--- config.mk ---
export PLATFORM = sky130hd
export DESIGN_NAME = paddle_color_tracker
export DESIGN_NICKNAME = d
export VERILOG_FILES = /design/src/rtl/paddle_color_tracker.sv
export SDC_FILE = /design/constraint.sdc
export NUM_CORES = 1
export LEC_CHECK = 0
export CORE_UTILIZATION = 50
export CTS_CLUSTER_SIZE = 12
export DETAILED_ROUTE_END_ITERATION = 6
export PLACE_DENSITY_LB_ADDON = 0.25
export SLEW_MARGIN = 0
export SYNTH_ARGS = -nofsm -noshare
export SYNTH_HDL_FRONTEND = slang
export SYNTH_SLANG_ARGS = --single-unit
--- constraint.sdc ---
create_clock -name clk -period 5.6 [get_ports clk]
set_input_delay 0.56 -clock clk [delete_from_list [all_inputs] [get_ports clk]]
set_output_delay 0.56 -clock clk [all_outputs]
set_load 0.05 [all_outputs]
--- src/rtl/paddle_color_tracker.sv ---
// ============================================================================
// paddle_color_tracker : per-frame colour-threshold bounding box of the paddle
// Revision: 1.0
// ============================================================================
`default_nettype none

module paddle_color_tracker #(
  parameter int unsigned ROWS       = 480,
  parameter int unsigned COLS       = 640,
  parameter logic [7:0]  R_MIN      = 8'd160,
  parameter logic [7:0]  G_MAX      = 8'd80,
  parameter logic [7:0]  B_MAX      = 8'd80,
  parameter logic [19:0] MIN_PIXELS = 20'd64
) (
  input  logic        clk,
  input  logic        reset,
  input  logic        newFrame,
  input  logic        pixel_valid,
  input  logic [12:0] row,
  input  logic [12:0] col,
  input  logic [7:0]  R,
  input  logic [7:0]  G,
  input  logic [7:0]  B,
  output logic [12:0] paddleLeft,
  output logic [12:0] paddleRight,
  output logic [12:0] paddleTop,
  output logic [12:0] paddleBottom,
  output logic [12:0] cRow,
  output logic [12:0] cCol,
  output logic        found,
  output logic [19:0] pixel_count,
  output logic        frame_done
);

  localparam logic [12:0] ROW_LIM  = 13'(ROWS);
  localparam logic [12:0] COL_LIM  = 13'(COLS);
  localparam logic [12:0] MIN_INIT = 13'h1FFF;
  localparam logic [19:0] CNT_SAT  = 20'hFFFFF;

  typedef enum logic [1:0] {
    IDLE  = 2'd0,
    ACCUM = 2'd1,
    LATCH = 2'd2
  } state_t;

  state_t      state;
  logic [12:0] min_row, max_row, min_col, max_col;
  logic [19:0] cnt;

  logic        match;
  logic        clear;
  logic        take;
  logic [12:0] base_min_row, base_max_row, base_min_col, base_max_col;
  logic [19:0] base_cnt;
  logic [12:0] nxt_min_row, nxt_max_row, nxt_min_col, nxt_max_col;
  logic [19:0] nxt_cnt;
  logic [13:0] row_sum, col_sum;

  assign match = pixel_valid && (row < ROW_LIM) && (col < COL_LIM) &&
                 (R >= R_MIN) && (G <= G_MAX) && (B <= B_MAX);

  // The frame boundary cycle publishes the old box and starts the new frame
  // from cleared accumulators, so a coincident match belongs to the new frame.
  assign clear = (state != LATCH) && newFrame;
  assign take  = match && (state != IDLE || newFrame);

  always_comb begin
    base_min_row = clear ? MIN_INIT : min_row;
    base_max_row = clear ? 13'd0    : max_row;
    base_min_col = clear ? MIN_INIT : min_col;
    base_max_col = clear ? 13'd0    : max_col;
    base_cnt     = clear ? 20'd0    : cnt;
    nxt_min_row  = base_min_row;
    nxt_max_row  = base_max_row;
    nxt_min_col  = base_min_col;
    nxt_max_col  = base_max_col;
    nxt_cnt      = base_cnt;
    if (take) begin
      if (row < base_min_row) nxt_min_row = row;
      if (row > base_max_row) nxt_max_row = row;
      if (col < base_min_col) nxt_min_col = col;
      if (col > base_max_col) nxt_max_col = col;
      if (base_cnt != CNT_SAT) nxt_cnt = base_cnt + 20'd1;
    end
  end

  assign row_sum = {1'b0, min_row} + {1'b0, max_row};
  assign col_sum = {1'b0, min_col} + {1'b0, max_col};

  always_ff @(posedge clk) begin
    if (reset) begin
      state        <= IDLE;
      min_row      <= MIN_INIT;
      max_row      <= 13'd0;
      min_col      <= MIN_INIT;
      max_col      <= 13'd0;
      cnt          <= 20'd0;
      paddleLeft   <= 13'd0;
      paddleRight  <= 13'd0;
      paddleTop    <= 13'd0;
      paddleBottom <= 13'd0;
      cRow         <= 13'd0;
      cCol         <= 13'd0;
      found        <= 1'b0;
      pixel_count  <= 20'd0;
      frame_done   <= 1'b0;
    end else begin
      min_row    <= nxt_min_row;
      max_row    <= nxt_max_row;
      min_col    <= nxt_min_col;
      max_col    <= nxt_max_col;
      cnt        <= nxt_cnt;
      frame_done <= 1'b0;
      case (state)
        IDLE: begin
          if (newFrame) state <= ACCUM;
        end
        ACCUM: begin
          if (newFrame) begin
            state       <= LATCH;
            frame_done  <= 1'b1;
            pixel_count <= cnt;
            if (cnt >= MIN_PIXELS) begin
              paddleLeft   <= min_col;
              paddleRight  <= max_col;
              paddleTop    <= min_row;
              paddleBottom <= max_row;
              cRow         <= row_sum[13:1];
              cCol         <= col_sum[13:1];
              found        <= 1'b1;
            end else begin
              found        <= 1'b0;
            end
          end
        end
        LATCH: begin
          state <= ACCUM;
        end
        default: begin
          state <= IDLE;
        end
      endcase
    end
  end

endmodule

`default_nettype wire
Word level (Yosys, flattened, before mapping)
Cells that the tools add are included.

word-level totals
  register bits = 174
  input port bits = 54
  output and inout bits = 100
  logic and storage cells = 69

operators by class
  $add $sub $neg = 3
  magnitude comparators = 10
  equality and inequality tests = 6
  multiplexer cells = 20
  bitwise gates (word level) = 1
  reductions and logical operators = 14

operators by type and width
  kind                                                                     count
  13-bit two-way mux                                                       12
  20-bit two-way mux                                                       3
  13-bit by 13-bit adder with 14-bit output                                2
  13-bit greater-than comparator                                           2
  13-bit < comparator                                                      2
  20-bit by 1-bit adder with 20-bit output (second input constant)         1
  20-bit by 7-bit >= comparator with 1-bit output (second input constant)  1
  20-bit inequality test (second input constant)                           1
  8-bit by 7-bit <= comparator with 1-bit output (second input constant)   2
  13-bit by 10-bit < comparator with 1-bit output (second input constant)  1
  13-bit by 9-bit < comparator with 1-bit output (second input constant)   1
  8-bit >= comparator (second input constant)                              1
  1-bit logical AND                                                        7
  2-bit inequality test (second input constant)                            3
  2-bit one-hot mux with 3 select lines                                    1
  2-bit two-way mux                                                        2
  2-bit AND reduction                                                      2
  3-bit AND reduction                                                      1
  2-bit by 1-bit == test with 1-bit output (second input constant)         1
  2-bit == test (second input constant)                                    1
  2-bit zero test                                                          1
  1-bit two-way mux                                                        2
  2-bit nonzero test                                                       1
  2-bit OR reduction                                                       1
  other kinds (2)                                                          2

Longest topological paths before layout
Gate-level depths: netlist (run 1).

  depth after elaboration = 8
  depth in mapped cells = 13
  depth with buffers taken out = 10

Worst setup path before layout (run 1)
OpenSTA, ideal clock, no wires.

  path kind = input to register
  start = input newFrame
  end = register max_col[6]
  arrival time = 2.997 ns
  required time = 5.526 ns
  path slack = 2.529 ns
  stages = 12
  buffers on the path = 4
  cells stage by stage = buf_2 > nand2_1 > clkbuf_1 > clkbuf_1 > nand2_1 > ha_1 > nand4_1 > or4_1 > o311ai_1 > clkbuf_1 > nand3_1 > o21ai_0

on the way
  word-level cells in the longest chain between the ends = 5
  elaborated cells between the ends (all ways) = 7
  classes of those cells = order compare: 1; mux: 3; reduce/logical: 3

RTL lines
  what                            line  source
  start: declaration              17    input logic newFrame,
  1-bit logical AND               64    assign clear = (state != LATCH) && newFrame;
  13-bit two-way mux              71    base_max_col = clear ? 13'd0 : max_col;
  13-bit greater-than comparator  82    if (col > base_max_col) nxt_max_col = col;
  13-bit two-way mux              82
  13-bit two-way mux (*)          78    if (take) begin
  end signal: assignment          111   max_col <= nxt_max_col;
  end: declaration                47    logic [12:0] min_row, max_row, min_col, max_col;

Every way passes the cells marked *; elsewhere a longest branch is shown, timed or not.
A chain may end at the register's enable or synchronous reset.

Worst setup path after layout (run 1)
  start = input newFrame
  end = register max_row[10]

on the way
  word-level cells in the longest chain between the ends = 5
  elaborated cells between the ends (all ways) = 7
  classes of those cells = order compare: 1; mux: 3; reduce/logical: 3

RTL lines
  what                            line  source
  1-bit logical AND               64
  13-bit two-way mux              69    base_max_row = clear ? 13'd0 : max_row;
  13-bit greater-than comparator  80    if (row > base_max_row) nxt_max_row = row;
  13-bit two-way mux              80
  13-bit two-way mux (*)          78
  end signal: assignment          109   max_row <= nxt_max_row;
  end: declaration                47

Marks and branches as above.

==> implementation parameters, run 1 <==
Parameter                              Value

Timing
  Max Freq    0.260 GHz
  Setup TNS after final layout    0 ns
  RSZ-0062 raised after global routing    no
  Total setup violations reported at the end of the flow    0
  Max Transition Viols Final    0
  Measured slew at the worst slew-check pin    1.09 ns
  Max-Slew Margin vs Limit    27.6%
  Period utilization    68.6%
  Clk_skew    0.0105 ns
  Hold violation count in the final report    0
  Crit path time final    between 3 and 4 ns

Yosys
  Post-synthesis adder-cell area fraction    10.9%
  Area share of the leading cell type in the synthesized netlist    38.7%
  Dominant register cell in the synthesized netlist    dfxtp_1
  Post-Synthesis Mean Instance Area    8.01 um^2
  Post-synthesis cell type count    67
  Synth warn    0
  Post-Syn Nets    around 1.3k
  Post-synthesis cell count    roughly 1.1k
  Compound-gate portion of the synthesized area    16.1%
  Main area contributors after synthesis    dfxtp_1, nand2_1, ha_1
  Cell area after synthesis    9000 um^2
  Simple-Gate Fraction of Synth Area    between 20% and 30%
  Portion of netlist area occupied by mux cells    roughly 2.4%
  Register area share after synthesis    38.7%
  Largest family of logic cells by synthesized area    simple AND/OR/NAND/NOR gates
  Fraction of synthesized cell area in xor and xnor cells    2.34%
  Share of synthesized registers carrying an async set or reset    0%
  EDFF count, synth    0
  Flops & latches, synth    between 150 and 200
  Largest area contributor in the netlist    dfxtp_1

GRT
  Global-route wire length before repair    39,300 um
  Initial antenna violation count    0
  Via count of the first global-routing pass    roughly 7.8k
  GRT Overall Usage    27.2%
  Maximum number of pins on one net before global-route repair    74
  Total congestion overflow    0

Worst setup path
  Startpoint Class    primary input
  Count of cells along the worst register-to-register path    10
  Critical path data required time    5.93 ns
  Max FO, Critical Path    27
  Critical-path cell with the highest stage delay    nand2_1
  Start-to-end type of the worst setup path    in -> reg
  Critical path endpoint category    flip-flop
  Worst path cell trace    clkdlybuf4s50_1 > nand2_1 > nand2_1 > ha_1 > nand4_1 > nor3_1 > o211ai_1 > nand3_1 > nand3_1 > and3_1
  Delay of the slowest cell on the worst path    0.80 ns
  Critical path data arrival time    4.17 ns

Route
  DR pass1 iterations    5
  Average vias per placed instance    5.75
  Iter 0 DRT Violations    609
  Antenna violation net count after detailed routing    0
  Wire length after detailed routing    24,500 um
  Post-DR wirelength/cell    16.6 um
  Number of vias after detailed routing    8,487
  DR DRC count    0

Cells and area
  Area growth, synth to finish    24.5%
  Sequential cell area    3480 um^2
  Finished Layout Cells    1,477
  Proportion of layout cells with a drive suffix above 1    4.95%
  NumNets Final    about 1.4k
  Multi-input gate area    approximately 5200 um^2
  Number of diodes added for antenna fixing    0
  Filler cells    1,519
  Fraction of the core area covered by cells at the end of the flow    64.3%

CTS
  Clock Latency Late Sink    0.44 ns
  Register clock-pin slew on the reported worst setup and hold paths    around 0.070 ns
  Buffers inserted by post-CTS timing repair    0
  Clock sink total    174
  Post-cts hold buffer count    0
  Clk buf depth    2
  Clock tree from TritonCTS    yes
  Post-cts resize count    0
  TritonCTS buffer count    17
  Clock Tree Root    clkbuf_16
  Number of levels in the clock H-tree    4

Power and ir drop
  Sw Pwr    0.604 mW
  Standby leakage power    4.21 nW
  Sequential fraction of design power    a little under half
  Switching part of the total    23.2%
  Total design power    between 2 and 3 mW
  Part of the total power dissipated in combinational logic    under 10%
  Peak ir drop on the vdd network    0.207 mV
  PwrDens    232 nW/um^2
  Internal portion of total power    2.00 mW
  Proportion of power drawn by the clock network    46.6%

Place
  Detailed-placement wirelength estimate    roughly 18,000 um
  GP Congestion    0.902
  Count of input and output buffers    148
  Placed cell count    between 1k and 1.5k

Floorplanning
  Area of the core    about 17,000 um^2
  Die X-Extent    136 um
  Die ar.    18,500 um^2
  Initial standard-cell utilization of the core    51.7%
  Number of placement rows    48
  Number of top-level pins    154
  Vertical die dimension    136 um

Status
  Result of the run    complete, no violations

Min path
  Class of the worst hold path    reg -> reg
  Worst Hold Path Cells    2

Run
  Number of maximum-capacitance violations    0
[routing by layer]
metal	wire, um	global-route usage, %	share of wire [%]
met5	0	0	0
met1	11100	36.6	46
met4	610	11.3	2.5
met3	1790	5.37	7.3
met2	10900	42.3	45
[power groups by stage]
stage               Sequential [mW]  Combinational (mW)  Clock [mW]
CTS                            1.24               0.149        1.22
global route                   1.24               0.164        1.27
floorplan                      1.27              0.0745           0
finish                         1.24               0.150        1.21
detailed placement             1.27               0.148           0
global placement               1.27               0.145           0
[sequential cells by signal, summed over array words and instances (netlist names)]
| name | flops |
|---|---|
| pixel_count | 20 |
| paddleBottom | 13 |
| min_col | 13 |
| found | 1 |
| min_row | 13 |
| max_row | 13 |
| cnt | 20 |
| frame_done | 1 |
| paddleLeft | 13 |
| state | 2 |
| paddleRight | 13 |
| cRow | 13 |
| paddleTop | 13 |
| max_col | 13 |
| cCol | 13 |
[final cells by class]
class / count / area share (%)
clock buffer: 18 / 3.83
clock inverter: 13 / 1.46
multi-input combinational: 875 / 46.7
inverter: 13 / 0.435
tap: 225 / 2.51
timing repair buffer: 159 / 13.9
sequential: 174 / 31.1
[critical path, delay by kind of cell]
| family | cells | cell delay [ns] |
|---|---|---|
| adders and majority gates | 1 | 0.35 |
| buffers and inverters | 1 | 0.66 |
| AOI/OAI and AO/OA | 1 | 0.15 |
| and+or+nand+nor | 7 | 2.44 |
[cells by family (layout without fill, tap and decap cells)]
group	count (synthesis)	in the layout
xor gates and xnor gates	24	24
adders and majority gates	77	77
AOI/OAI and AO/OA	236	236
and+or+nand+nor	516	516
DFF	174	174
muxes	22	22
buffers and inverters	75	203
[cells in the mapped netlist (8+ instances only)]
cell,instances
nand2_1,260
dfxtp_1,174
a21oi_1,122
nor2_1,93
ha_1,75
clkbuf_1,48
nand3_1,33
o21ai_0,31
nand4_1,28
mux2i_1,22
nor4_1,18
and3_1,17
nor3_1,17
a21o_1,15
inv_1,13
xnor2_1,12
xor2_1,12
o21a_1,11
nor4b_1,9
and2_1,8
[placed cells by master (no fill, tap or decap), drive strengths merged, types with 5 or more instances in the layout]
| cell type | Yosys | final |
|---|---|---|
| a211oi | 7 | 7 |
| a21o | 15 | 15 |
| a21oi | 122 | 122 |
| a31oi | 6 | 6 |
| and2 | 10 | 10 |
| and3 | 17 | 17 |
| buf | 14 | 12 |
| clkbuf | 48 | 18 |
| clkdlybuf4s50 | 0 | 147 |
| clkinv | 0 | 5 |
| dfxtp | 174 | 174 |
| ha | 75 | 75 |
| inv | 13 | 16 |
| mux2i | 22 | 22 |
| nand2 | 260 | 260 |
| nand3 | 33 | 33 |
| nand4 | 30 | 30 |
| nor2 | 93 | 93 |
| nor3 | 19 | 19 |
| nor4 | 18 | 18 |
| nor4b | 9 | 9 |
| o211ai | 7 | 7 |
| o21a | 11 | 11 |
| o21ai | 31 | 31 |
| or3 | 5 | 5 |
| or4 | 5 | 5 |
| xnor2 | 12 | 12 |
| xor2 | 12 | 12 |
[final timing paths]
kind | startpoint | end | slack (ns)
worst max-delay path | newFrame | max_row[10] | 1.76
worst max register to register | state[0] | max_row[10] | 2.03
worst min-delay path | cRow[1] | cRow[1] | 0.45
worst min register to register | cRow[1] | cRow[1] | 0.45
[stage by stage]
stage          hold slack, ns  cell area [um^2]  setup WS (ns)
6_report                0.452             11200           1.76
5_1_grt                 0.467             11200           1.42
4_1_cts                 0.455             11200           1.78
3_5_place_dp            0.446             10600           1.34
3_3_place_gp            0.439             10600           1.43
2_1_floorplan           0.442              9000           2.53
No activity file was read; power rests on OpenSTA's default activity.
==> inputs of run 2 (changes only) <==
- clock period: 5.6 -> 3.9 ns (I/O delays scaled with it)
==> run 2 against run 1 <==
- die area is the same
- critical endpoint is now min_col[5]
- clock skew decreased by 0.0038 ns
- flip-flop and latch count is the same
- cell count grew 0.34%
- worst hold slack got worse by 0.0033 ns
- clock power is 43% higher
- global-route usage is 0.46 points higher
==> implementation parameters, run 2 (synthesis results as in run 1) <==
Parameter                              Value

Worst setup path
  Critical path endpoint category    flip-flop
  Delay of the slowest cell on the worst path    around 0.55 ns
  Number of buffer and inverter stages on the critical path    1
  Most repeated library cell on the critical path    a21o_1
  Max FO, Critical Path    15
  Reg2reg setup slack    0.67 ns
  Critical-path cell with the highest stage delay    and2_1
  Count of cells along the worst register-to-register path    10
  Dominant delay contributor by cell family on the critical path    compound AO/OA/AOI/OAI gates
  Worst path depth    10
  Critical path data required time    4.25 ns
  Startpoint Class    flip-flop
  Worst path cell trace    nand2b_2 > and2_1 > buf_4 > nor2_1 > ha_1 > a21o_1 > a21o_1 > a21oi_1 > o2111a_2 > mux2i_1
  Critical path data arrival time    3.58 ns
  Start-to-end type of the worst setup path    reg -> reg
  Reg-to-reg startpoint    state[0]
  Worst reg2reg endpoint    min_col[5]

Cells and area
  Number of diodes added for antenna fixing    0
  Proportion of layout cells with a drive suffix above 1    5.17%
  Most frequent cells in the layout    nand2_1, dfxtp_1, clkdlybuf4s50_1
  Area growth, synth to finish    25.1%
  NumNets Final    1,377
  Most common library cell in the layout ignoring fill and taps    nand2_1
  Top flop regs    cnt (20), pixel_count (20)

GRT
  Total congestion overflow    0
  GRT Overall Usage    27.6%
  Initial antenna violation count    0
  Global-route wire length before repair    39,900 um
  Via count of the first global-routing pass    slightly below 8k
  Maximum number of pins on one net before global-route repair    73

Min path
  Hold path start    cCol[4]
  WHS Endpoint    cCol[4]
  Worst Hold Path Cells    2
  Class of the worst hold path    reg -> reg

CTS
  Clock Tree Root    clkbuf_16
  Clock sink total    ~170
  Clock Latency Late Sink    0.43 ns
  Register clock-pin slew on the reported worst setup and hold paths    0.06 ns
  Post-cts resize count    0
  Post-cts hold buffer count    0
  Clock tree from TritonCTS    yes
  Clk buf depth    2
  Buffers inserted by post-CTS timing repair    0
  TritonCTS buffer count    17
  Number of levels in the clock H-tree    4

Floorplanning
  Die ar.    about 19,000 um^2
  Die X-Extent    136 um
  Vertical die dimension    136 um
  Area of the core    between 15,000 and 20,000 um^2
  Number of top-level pins    154
  Initial standard-cell utilization of the core    approximately 52%
  Number of placement rows    48

Place
  Count of input and output buffers    148
  GP Congestion    0.910
  Detailed-placement wirelength estimate    18,200 um

Power and ir drop
  PwrDens    331 nW/um^2
  Standby leakage power    about 4.2 nW
  Peak ir drop on the vdd network    0.317 mV

Timing
  Hold violation count in the final report    0
  Setup TNS after final layout    0 ns
  Max Freq    0.310 GHz
  Measured slew at the worst slew-check pin    0.792 ns
  Max-Slew Margin vs Limit    ~47%
  RSZ-0062 raised after global routing    no
  Clk_skew    0.00678 ns
  Period utilization    82.7%
  Hold Slack    between 0.4 and 0.5 ns
  Max Transition Viols Final    0
  Total setup violations reported at the end of the flow    0
  Crit path time final    3.23 ns

Status
  Result of the run    complete, no violations

Route
  Average vias per placed instance    5.80
  Wire length after detailed routing    25,000 um
  Number of vias after detailed routing    8,598
  Antenna violation net count after detailed routing    0
  DR pass1 iterations    5
  Post-DR wirelength/cell    16.9 um
  Iter 0 DRT Violations    665
  DR DRC count    0

Run
  Number of maximum-capacitance violations    0
[run 2: power by group]
part,internal [mW],leakage (nW),switching [mW]
Clock,1.07,0.292,0.665
Combinational,0.0831,2.55,0.134
Sequential,1.78,1.40,0.00158
Total,2.93,4.24,0.801
[run 2: cell type report]
cell class                 instances  area (um^2)
sequential                       174         3480
fill                            1518         6160
timing repair buffer             165         1610
inverter                          13         48.8
clock buffer                      24          492
multi-input combinational        875         5240
clock inverter                     6          108
tap                              225          282
[run 2: tightest hold or removal path, cell delays in order (launching register included)]
cell	delay [ns]
dfxtp_1	0.31
nand2_1	0.05
a21oi_1	0.05
[run 2: how the worst max path moves through the flow]
stage	startpoint	endpoint
3_3_place_gp	newFrame	min_col[8]
2_1_floorplan	state[0]	max_col[6]
5_1_grt	state[0]	min_row[12]
4_1_cts	state[0]	min_col[5]
3_5_place_dp	newFrame	min_col[5]
6_report	state[0]	min_col[5]
[run 2: routing by layer]
metal | global-route usage (%) | share of wire, %
met3 | 4.92 | 7.4
met4 | 11.3 | 2.6
met5 | 0 | 0
met1 | 36.4 | 44
met2 | 44.5 | 46
[run 2: per-stage QoR]
stage	power (mW)	util, %	cells	setup WS [ns]	instance area, um^2
finish	3.73	64.6	1482	0.673	11300
global route	3.84	64.6	1482	0.413	11300
CTS	3.75	64.6	1482	0.666	11300
detailed placement	2.03	61.2	1452	0.315	10700
global placement	2.03	61.2	1452	0.464	10700
floorplan	1.93	-	1124	0.993	9000
